===== config.mk =====
export PLATFORM = sky130hd
export DESIGN_NAME = ps2_speed_gear_ctrl
export DESIGN_NICKNAME = d
export VERILOG_FILES = /design/src/rtl/ps2_speed_gear_ctrl.sv
export SDC_FILE = /design/constraint.sdc
export NUM_CORES = 1
export LEC_CHECK = 0
export BUFFER_PORTS_ARGS = -buffer_cell sky130_fd_sc_hd__buf_2
export CELL_PAD_IN_SITES_DETAIL_PLACEMENT = 0
export CELL_PAD_IN_SITES_GLOBAL_PLACEMENT = 1
export CORE_ASPECT_RATIO = 0.8
export CORE_UTILIZATION = 46
export DETAILED_ROUTE_END_ITERATION = 12
export GPL_TIMING_DRIVEN = 0
export PLACE_DENSITY = 0.82
export RECOVER_POWER = 25
export SYNTH_ARGS = -nofsm -noshare
export SYNTH_HDL_FRONTEND = slang
export SYNTH_SLANG_ARGS = --single-unit

===== constraint.sdc =====
create_clock -name CLOCK_50 -period 5.8 [get_ports CLOCK_50]
set_clock_uncertainty 0.15 [all_clocks]
set_input_delay 0.87 -clock CLOCK_50 [delete_from_list [all_inputs] [get_ports CLOCK_50]]
set_output_delay 0.87 -clock CLOCK_50 [all_outputs]
set_load 0.01 [all_outputs]

===== src/rtl/ps2_speed_gear_ctrl.sv =====
// PS/2 scan-code decoder driving a speed/gear model with BCD speed digits.
// Speed advances on a divided tick; gear changes follow key presses.
module ps2_speed_gear_ctrl #(
    parameter int TICK_DIV   = 5000000,
    parameter int MAX_GEAR   = 5,
    parameter int GEAR_SPAN  = 19,
    parameter int BRAKE_STEP = 3
) (
    input  logic       CLOCK_50,
    input  logic       resetn,
    input  logic [7:0] scan_code,
    input  logic       scan_valid,
    output logic [6:0] speed,
    output logic [3:0] speed_tens,
    output logic [3:0] speed_ones,
    output logic [2:0] gear,
    output logic       accel_held,
    output logic       brake_held
);

    localparam int CW = (TICK_DIV > 1) ? $clog2(TICK_DIV) : 1;

    localparam logic [7:0] K_W   = 8'h1D;
    localparam logic [7:0] K_S   = 8'h1B;
    localparam logic [7:0] K_UP  = 8'h24;
    localparam logic [7:0] K_DN  = 8'h15;
    localparam logic [7:0] P_BRK = 8'hF0;
    localparam logic [7:0] P_EXT = 8'hE0;

    typedef enum logic [1:0] {
        IDLE,
        BRK,
        EXT,
        EXTBRK
    } dec_t;

    dec_t        state_q, state_d;
    logic [CW-1:0] cnt_q, cnt_d;
    logic [6:0]  speed_q, speed_d;
    logic [3:0]  tens_q, tens_d;
    logic [3:0]  ones_q, ones_d;
    logic [2:0]  gear_q, gear_d;
    logic        accel_q, accel_d;
    logic        brake_q, brake_d;
    logic        up_q, up_d;
    logic        dn_q, dn_d;

    logic        tick;
    logic        make_ev;
    logic        brk_ev;
    logic        gear_up;
    logic        gear_dn;
    logic [7:0]  spd8;
    logic [7:0]  cap_cur;
    logic [7:0]  cap_low;
    logic [7:0]  nxt;
    logic [3:0]  tens_v;

    function automatic logic [7:0] cap_of(input logic [2:0] g);
        logic [15:0] c;
        c = 16'(g) * 16'(GEAR_SPAN);
        return (c > 16'd99) ? 8'd99 : 8'(c);
    endfunction

    assign tick = (cnt_q == CW'(TICK_DIV - 1));

    always_comb begin
        state_d = state_q;
        cnt_d   = tick ? '0 : cnt_q + 1'b1;
        speed_d = speed_q;
        gear_d  = gear_q;
        accel_d = accel_q;
        brake_d = brake_q;
        up_d    = up_q;
        dn_d    = dn_q;
        make_ev = 1'b0;
        brk_ev  = 1'b0;
        gear_up = 1'b0;
        gear_dn = 1'b0;
        spd8    = {1'b0, speed_q};
        cap_cur = cap_of(gear_q);
        cap_low = cap_of(3'(gear_q - 3'd1));
        nxt     = spd8 + 8'd1;
        tens_v  = 4'd0;

        if (scan_valid) begin
            unique case (state_q)
                IDLE: begin
                    if (scan_code == P_EXT) state_d = EXT;
                    else if (scan_code == P_BRK) state_d = BRK;
                    else make_ev = 1'b1;
                end
                BRK: begin
                    brk_ev  = 1'b1;
                    state_d = IDLE;
                end
                EXT: state_d = (scan_code == P_BRK) ? EXTBRK : IDLE;
                EXTBRK: state_d = IDLE;
                default: state_d = IDLE;
            endcase
        end

        // Gear keys only act on the first make after a break.
        if (make_ev) begin
            unique case (1'b1)
                scan_code == K_W: accel_d = 1'b1;
                scan_code == K_S: brake_d = 1'b1;
                scan_code == K_UP: begin
                    up_d    = 1'b1;
                    gear_up = !up_q;
                end
                scan_code == K_DN: begin
                    dn_d    = 1'b1;
                    gear_dn = !dn_q;
                end
                default: ;
            endcase
        end

        if (brk_ev) begin
            unique case (1'b1)
                scan_code == K_W:  accel_d = 1'b0;
                scan_code == K_S:  brake_d = 1'b0;
                scan_code == K_UP: up_d = 1'b0;
                scan_code == K_DN: dn_d = 1'b0;
                default: ;
            endcase
        end

        if (gear_up && gear_q < 3'(MAX_GEAR))
            gear_d = gear_q + 3'd1;
        if (gear_dn && gear_q > 3'd1 && spd8 <= cap_low)
            gear_d = gear_q - 3'd1;

        if (tick) begin
            if (brake_q)
                speed_d = (spd8 > 8'(BRAKE_STEP)) ? 7'(spd8 - 8'(BRAKE_STEP)) : 7'd0;
            else if (accel_q)
                speed_d = (nxt > cap_cur) ? 7'(cap_cur) : 7'(nxt);
            else if (speed_q != 7'd0)
                speed_d = speed_q - 7'd1;
        end

        // Comparator chain instead of a divider for the tens digit.
        for (int i = 1; i <= 9; i++)
            if (spd8 >= 8'(10 * i)) tens_v = 4'(i);
        tens_d = tens_v;
        ones_d = 4'(spd8 - 8'(tens_v) * 8'd10);
    end

    always_ff @(posedge CLOCK_50 or negedge resetn) begin
        if (!resetn) begin
            state_q <= IDLE;
            cnt_q   <= '0;
            speed_q <= 7'd0;
            tens_q  <= 4'd0;
            ones_q  <= 4'd0;
            gear_q  <= 3'd1;
            accel_q <= 1'b0;
            brake_q <= 1'b0;
            up_q    <= 1'b0;
            dn_q    <= 1'b0;
        end else begin
            state_q <= state_d;
            cnt_q   <= cnt_d;
            speed_q <= speed_d;
            tens_q  <= tens_d;
            ones_q  <= ones_d;
            gear_q  <= gear_d;
            accel_q <= accel_d;
            brake_q <= brake_d;
            up_q    <= up_d;
            dn_q    <= dn_d;
        end
    end

    assign speed      = speed_q;
    assign speed_tens = tens_q;
    assign speed_ones = ones_q;
    assign gear       = gear_q;
    assign accel_held = accel_q;
    assign brake_held = brake_q;

endmodule


==> flow_metrics.py, run 1 <==
metrics = {
    "sta": {
        "setup_ws_ps": 1060,
        "finalCritPeriodShare_pct": 81.7,
        "rsz0062_at_grt": "no",
        "fmax_mhz": 211,
        "drv_slew": 48,
        "fin_setup_tns_ps": 0,
        "hold_slack_ps": 311,
        "hold_viol": 0,
        "period_minus_slack_ps": 4740,
        "worstMarginPinSlew_ps": 2580,
        "relSlewSlack_pct": -71.9,
        "setup_viol": 0,
    },
    "yosys": {
        "yosysSeqAreaShare_pct": 33.0,
        "synth_flop_cell": "dfrtp_1",
        "synth_area_sq_um": 3560,
        "syn_inst": 400,
        "syn_area_per_cell_sq_um": 8.91,
        "synthArstFlopShare_pct": 100,
        "synth_edf_count": 0,
        "yosysWarnings": 0,
        "syn-num-nets": 450,
        "yosysUniqueCellTypes": 64,
        "synth-seq-cells": 47,
    },
    "global_route": {
        "grt_pass1_wl_microns": 13800,
        "antenna_found_initial": 0,
        "grt_pass1_vias": 2801,
        "track_usage_pct": 21.7,
        "grt_max_degree": 48,
        "grt.overflow.total": 0,
    },
    "status": {
        "violations": "max-capacitance violations, max-slew violations",
        "status": "finished with violations",
    },
    "floorplan": {
        "die_area_sq_um": 8100,
        "die-height_microns": 80.7,
        "start_util_pct": 47.8,
        "die_x_microns": 100,
        "ios": 31,
        "rows": 28,
        "core_sq_um": 7460,
    },
    "min_path": {
        "hold_path_class": "flop to flop",
        "hold_depth": 1,
        "hp-start": "cnt_q[0]$_DFF_PN0_",
        "min_to": "cnt_q[0]$_DFF_PN0_",
    },
    "clocking": {
        "cts_resized": 0,
        "clockBufferDepth": 2,
        "cts_tree": "yes",
        "cts_root_buffer": "clkbuf_8",
        "postCtsSetupRepairBufs": 0,
        "htreeDepth": 2,
        "ctsHoldBuffers": 0,
        "insertion_delay_ps": 310,
        "cts_buffers": 5,
        "cts_sinks": 47,
        "cts.clk_slew.worst_paths_ps": 100,
    },
    "worst_setup_path": {
        "reg2reg_from": "gear[0]$_DFFE_PN1P_",
        "crit_path_start_kind": "flop",
        "arrival_ps": 4780,
        "critPathRequiredTime_ps": 5840,
        "rrSetupSlack_ps": 1060,
        "path_class": "flop to flop",
        "worstPathMaxFanout": 10,
        "endpoint_kind": "flop",
        "rr_endpoint": "gear[1]$_DFFE_PN0P_",
        "r2r_cells": 19,
    },
    "power_and_ir_drop": {
        "power.total_uw": 591,
        "leakagePower_nw": 1.73,
        "max-vdd-ir-drop_uv": 110,
        "power_density_nw_per_um2": 150,
    },
    "placement": {
        "place_hpwl_microns": 6270,
        "gp_congestion": 0.934,
        "io_buffers": 30,
        "post-place-ws_ps": 1050,
    },
    "drt": {
        "drc": 0,
        "first_pass_iters": 4,
        "wl_per_cell_microns": 15.1,
        "drt_iter0_markers": 161,
        "vias": 3006,
        "detail-route-antenna-nets": 0,
        "vias_per_cell": 5.54,
        "drt_wl_total_microns": 8190,
    },
    "cells_and_area": {
        "finish.utilization_pct": 52.8,
        "final_common_cell": "dfrtp_1",
        "area_delta_synth_final_pct": 10.6,
        "nets": 487,
        "antenna_cells": 0,
        "layout_common_cells": "dfrtp_1, ha_1, nor2_1",
        "drive_gt1_share_pct": 11.4,
    },
    "run": {
        "max_cap_violations": 1,
    },
}
-- routing by layer --
metal / share of wire, % / GRT usage, % / routed length, microns / up-vias
li1: - / - / - / 1508
met1: 55 / 34.4 / 4480 / 1409
met2: 39 / 29.6 / 3230 / 77
met3: 4.8 / 3.22 / 389 / 12
met4: 1.1 / 6.81 / 93 / 0
met5: 0 / 0 / 0 / -
-- sequential cells by signal (all words and copies together), names as in the netlist --
name and cells:
gear 3, speed_ones 4, speed 7, brake_held 1, speed_tens 4, dn_q 1
accel_held 1, cnt_q 23, up_q 1, state_q 2
-- critical path, stage by stage (launching register included) --
cell and delay (ps):
dfstp_2 650, inv_1 120, ha_1 340, clkbuf_1 300, inv_1 170, ha_1 320, ha_1 220, ha_1 190
o21ai_0 210, xnor2_1 120, o311a_1 140, a21oi_1 270, nand2_1 100, ha_1 300, o21a_1 110, o21a_1 120
o211ai_1 90, a21oi_1 400, a2bb2oi_1 220, o21ai_0 80
-- cells by family (layout without fill, tap and decap cells) --
kind of cell               after synthesis  in the layout  synth area share (%)
and+or+nand+nor                        152            152                  22.7
xor gates and xnor gates                41             41                  10.1
other                                    1              1                 0.105
DFF                                     47             47                  33.0
AOI/OAI and AO/OA                       83             83                  15.8
adders and majority gates               40             40                  14.2
muxes                                    1              1                 0.316
buffers and inverters                   35             73                  3.83
-- power breakdown --
part | total, mW | internal (mW) | switching [mW] | leakage, nW
logic | 0.0417 | 0.0140 | 0.0277 | 1.12
registers | 0.331 | 0.329 | 0.00197 | 0.570
clock network | 0.218 | 0.0896 | 0.128 | 0.0467
total | 0.591 | 0.433 | 0.158 | 1.73
-- stage by stage --
step	instance area [sq um]	instances
after floorplan	3560	400
after global placement	3840	535
after detailed placement	3840	535
after CTS	3940	543
after global routing	3940	543
final	3940	543
-- final cells by class --
type,instances,area [sq um]
buffer,15,61.3
clock buffer,5,68.8
clock inverter,3,27.5
fill,728,3520
inverter,20,75.1
multi-input combinational,318,2250
sequential,47,1180
tap,105,131
timing repair buffer,30,149
-- synthesized netlist by cell type, drive strengths merged (6+ instances only) --
cell | count | area [sq um]
a21oi | 19 | 95.1
and2 | 6 | 37.5
and3 | 6 | 37.5
clkbuf | 13 | 48.8
dfrtp | 46 | 1150
ha | 38 | 475
inv | 19 | 71.3
nand2 | 30 | 113
nand2b | 6 | 37.5
nand3 | 16 | 80.1
nand4 | 8 | 50.1
nor2 | 38 | 145
nor3 | 15 | 75.1
o211ai | 7 | 52.6
o21ai | 19 | 95.1
xnor2 | 25 | 219
xor2 | 16 | 140
-- worst max-delay path by stage --
stage,from,end,slack [ps]
5_1_grt,gear[0]$_DFFE_PN1P_,gear[0]$_DFFE_PN1P_,570
2_1_floorplan,gear[0]$_DFFE_PN1P_,gear[2]$_DFFE_PN0P_,1510
4_1_cts,gear[0]$_DFFE_PN1P_,gear[0]$_DFFE_PN1P_,1030
3_3_place_gp,gear[0]$_DFFE_PN1P_,gear[1]$_DFFE_PN0P_,1110
6_report,gear[0]$_DFFE_PN1P_,gear[1]$_DFFE_PN0P_,1060
3_5_place_dp,gear[0]$_DFFE_PN1P_,gear[1]$_DFFE_PN0P_,1050
No activity file was read; power rests on OpenSTA's default activity.
==> inputs of run 2 (changes only) <==
- clock period: 5.8 -> 4.7 ns (I/O delays scaled with it)
==> run 2 against run 1 <==
The run still ends with max-capacitance violations, max-slew violations left. Non-clock buffer count up 1. Count of clock-buffer cells in the layout unchanged. Global-route usage about the same. Hold slack about the same. Critical path type unchanged. Critical endpoint is now gear[2]$_DFFE_PN0P_.
==> flow_metrics.py, run 2 (same netlist as run 1, synthesis figures left out) <==
metrics = {
    "drt": {
        "drt_wl_total_microns": 8250,
        "wl_per_cell_microns": 15.2,
        "first_pass_iters": 7,
        "detail-route-antenna-nets": 0,
        "vias": 3032,
        "drt_iter0_markers": 170,
        "drc": 0,
        "vias_per_cell": 5.57,
    },
    "power_and_ir_drop": {
        "power_density_nw_per_um2": 184,
        "power.total_uw": 728,
        "leakagePower_nw": 1.74,
        "max-vdd-ir-drop_uv": 134,
    },
    "worst_setup_path": {
        "rrSetupSlack_ps": 370,
        "crit_path_start_kind": "flop",
        "path_buf_inv": 2,
        "worstPathMaxFanout": 8,
        "path_class": "flop to flop",
        "cp_top_family": "adder cells",
        "cpMaxStageDelayCell": "dfrtp_1",
        "path_cells": "inv_1, ha_2, inv_1, ha_1, ha_1, ha_1, o21ai_0, xnor2_1, o311a_1, a21oi_2, and2_1, ha_1, nor2b_1, o21a_1, o211ai_1, a21oi_2, o31ai_4, xnor2_1",
        "arrival_ps": 4410,
        "critPathRequiredTime_ps": 4780,
        "cp_common_cell": "ha_1",
        "endpoint_kind": "flop",
        "max_stage_delay_ps": 520,
    },
    "sta": {
        "setup_viol": 0,
        "drv_slew": 48,
        "finalCritPeriodShare_pct": 92.2,
        "relSlewSlack_pct": -71.3,
        "rsz0062_at_grt": "no",
        "fin_setup_tns_ps": 0,
        "hold_viol": 0,
        "fmax_mhz": 231,
        "period_minus_slack_ps": 4330,
        "worstMarginPinSlew_ps": 2570,
    },
    "floorplan": {
        "rows": 28,
        "die_x_microns": 100,
        "die_area_sq_um": 8100,
        "core_sq_um": 7460,
        "ios": 31,
        "start_util_pct": 47.8,
        "die-height_microns": 80.7,
    },
    "cells_and_area": {
        "layout_common_cells": "dfrtp_1, nor2_1, ha_1",
        "regMostFlops": "cnt_q",
        "nets": 488,
        "final_area_sq_um": 3970,
        "area_delta_synth_final_pct": 11.4,
        "fin_cells": 544,
        "antenna_cells": 0,
        "final_common_cell": "dfrtp_1",
        "nFillCells": 724,
        "drive_gt1_share_pct": 12.8,
        "largest_reg_flops": 23,
    },
    "clocking": {
        "cts_buffers": 5,
        "cts_tree": "yes",
        "htreeDepth": 2,
        "cts_root_buffer": "clkbuf_8",
        "cts.clk_slew.worst_paths_ps": 100,
        "cts_sinks": 47,
        "clockBufferDepth": 2,
        "insertion_delay_ps": 310,
    },
    "placement": {
        "place_hpwl_microns": 6270,
        "place_area_sq_um": 3840,
        "gp_congestion": 0.934,
        "dp.cells": 535,
        "io_buffers": 30,
    },
    "global_route": {
        "antenna_found_initial": 0,
        "grt_max_degree": 48,
        "grt_pass1_wl_microns": 13800,
        "track_usage_pct": 21.7,
        "grt.overflow.total": 0,
        "grt_pass1_vias": 2803,
    },
    "run": {
        "max_cap_violations": 1,
    },
    "status": {
        "status": "finished with violations",
        "violations": "max-capacitance violations, max-slew violations",
    },
    "min_path": {
        "hold_path_class": "flop to flop",
    },
}
[run 2: layout make-up]
class | instances | area (sq um) | area share (%)
inverter | 20 | 75.1 | 1.89
sequential | 47 | 1180 | 29.7
timing repair buffer | 32 | 164 | 4.13
clock buffer | 5 | 68.8 | 1.73
multi-input combinational | 318 | 2270 | 57.1
buffer | 14 | 57.6 | 1.45
tap | 105 | 131 | 3.31
clock inverter | 3 | 27.5 | 0.694
[run 2: final timing paths]
kind	from	endpoint	cells after the start
worst max-delay path	gear[1]$_DFFE_PN0P_	gear[2]$_DFFE_PN0P_	18
worst min-delay path	cnt_q[0]$_DFF_PN0_	cnt_q[0]$_DFF_PN0_	1
worst max register to register	gear[1]$_DFFE_PN0P_	gear[2]$_DFFE_PN0P_	18
worst min register to register	cnt_q[0]$_DFF_PN0_	cnt_q[0]$_DFF_PN0_	1
max in group asynchronous	resetn	cnt_q[0]$_DFF_PN0_	1
min in group asynchronous	resetn	cnt_q[16]$_DFF_PN0_	1
[run 2: through the flow]
step / worst slack [ps] / hold WS, ps / utilization, %
6_report: 367 / 311 / 53.2
5_1_grt: 3.80 / 332 / 53.2
4_1_cts: 112 / 308 / 52.8
3_5_place_dp: -47.9 / 294 / 51.5
3_3_place_gp: 5.37 / 286 / 51.5
2_1_floorplan: 410 / 259 / -
[run 2: per-layer routing]
metal,part of all wire (%),vias to the layer above,global-route usage [%],wire length (microns)
met5,0,-,0,0
met3,5.4,20,3.22,449
met2,39,93,29.6,3230
met4,1.6,0,6.81,135
met1,54,1420,34.3,4430
li1,-,1499,-,-
[run 2: where the power goes]
| group | switching, mW | total (mW) | internal, mW |
|---|---|---|---|
| Clock | 0.157 | 0.268 | 0.111 |
| Combinational | 0.0342 | 0.0517 | 0.0174 |
| Sequential | 0.00234 | 0.409 | 0.406 |
| Total | 0.194 | 0.728 | 0.534 |
[run 2: timing repair]
item / CTS / global route
gates resized for setup: 1 / 3
setup endpoints to repair: 3 / 3
hold buffers: 0 / 0
setup buffers: 0 / 2
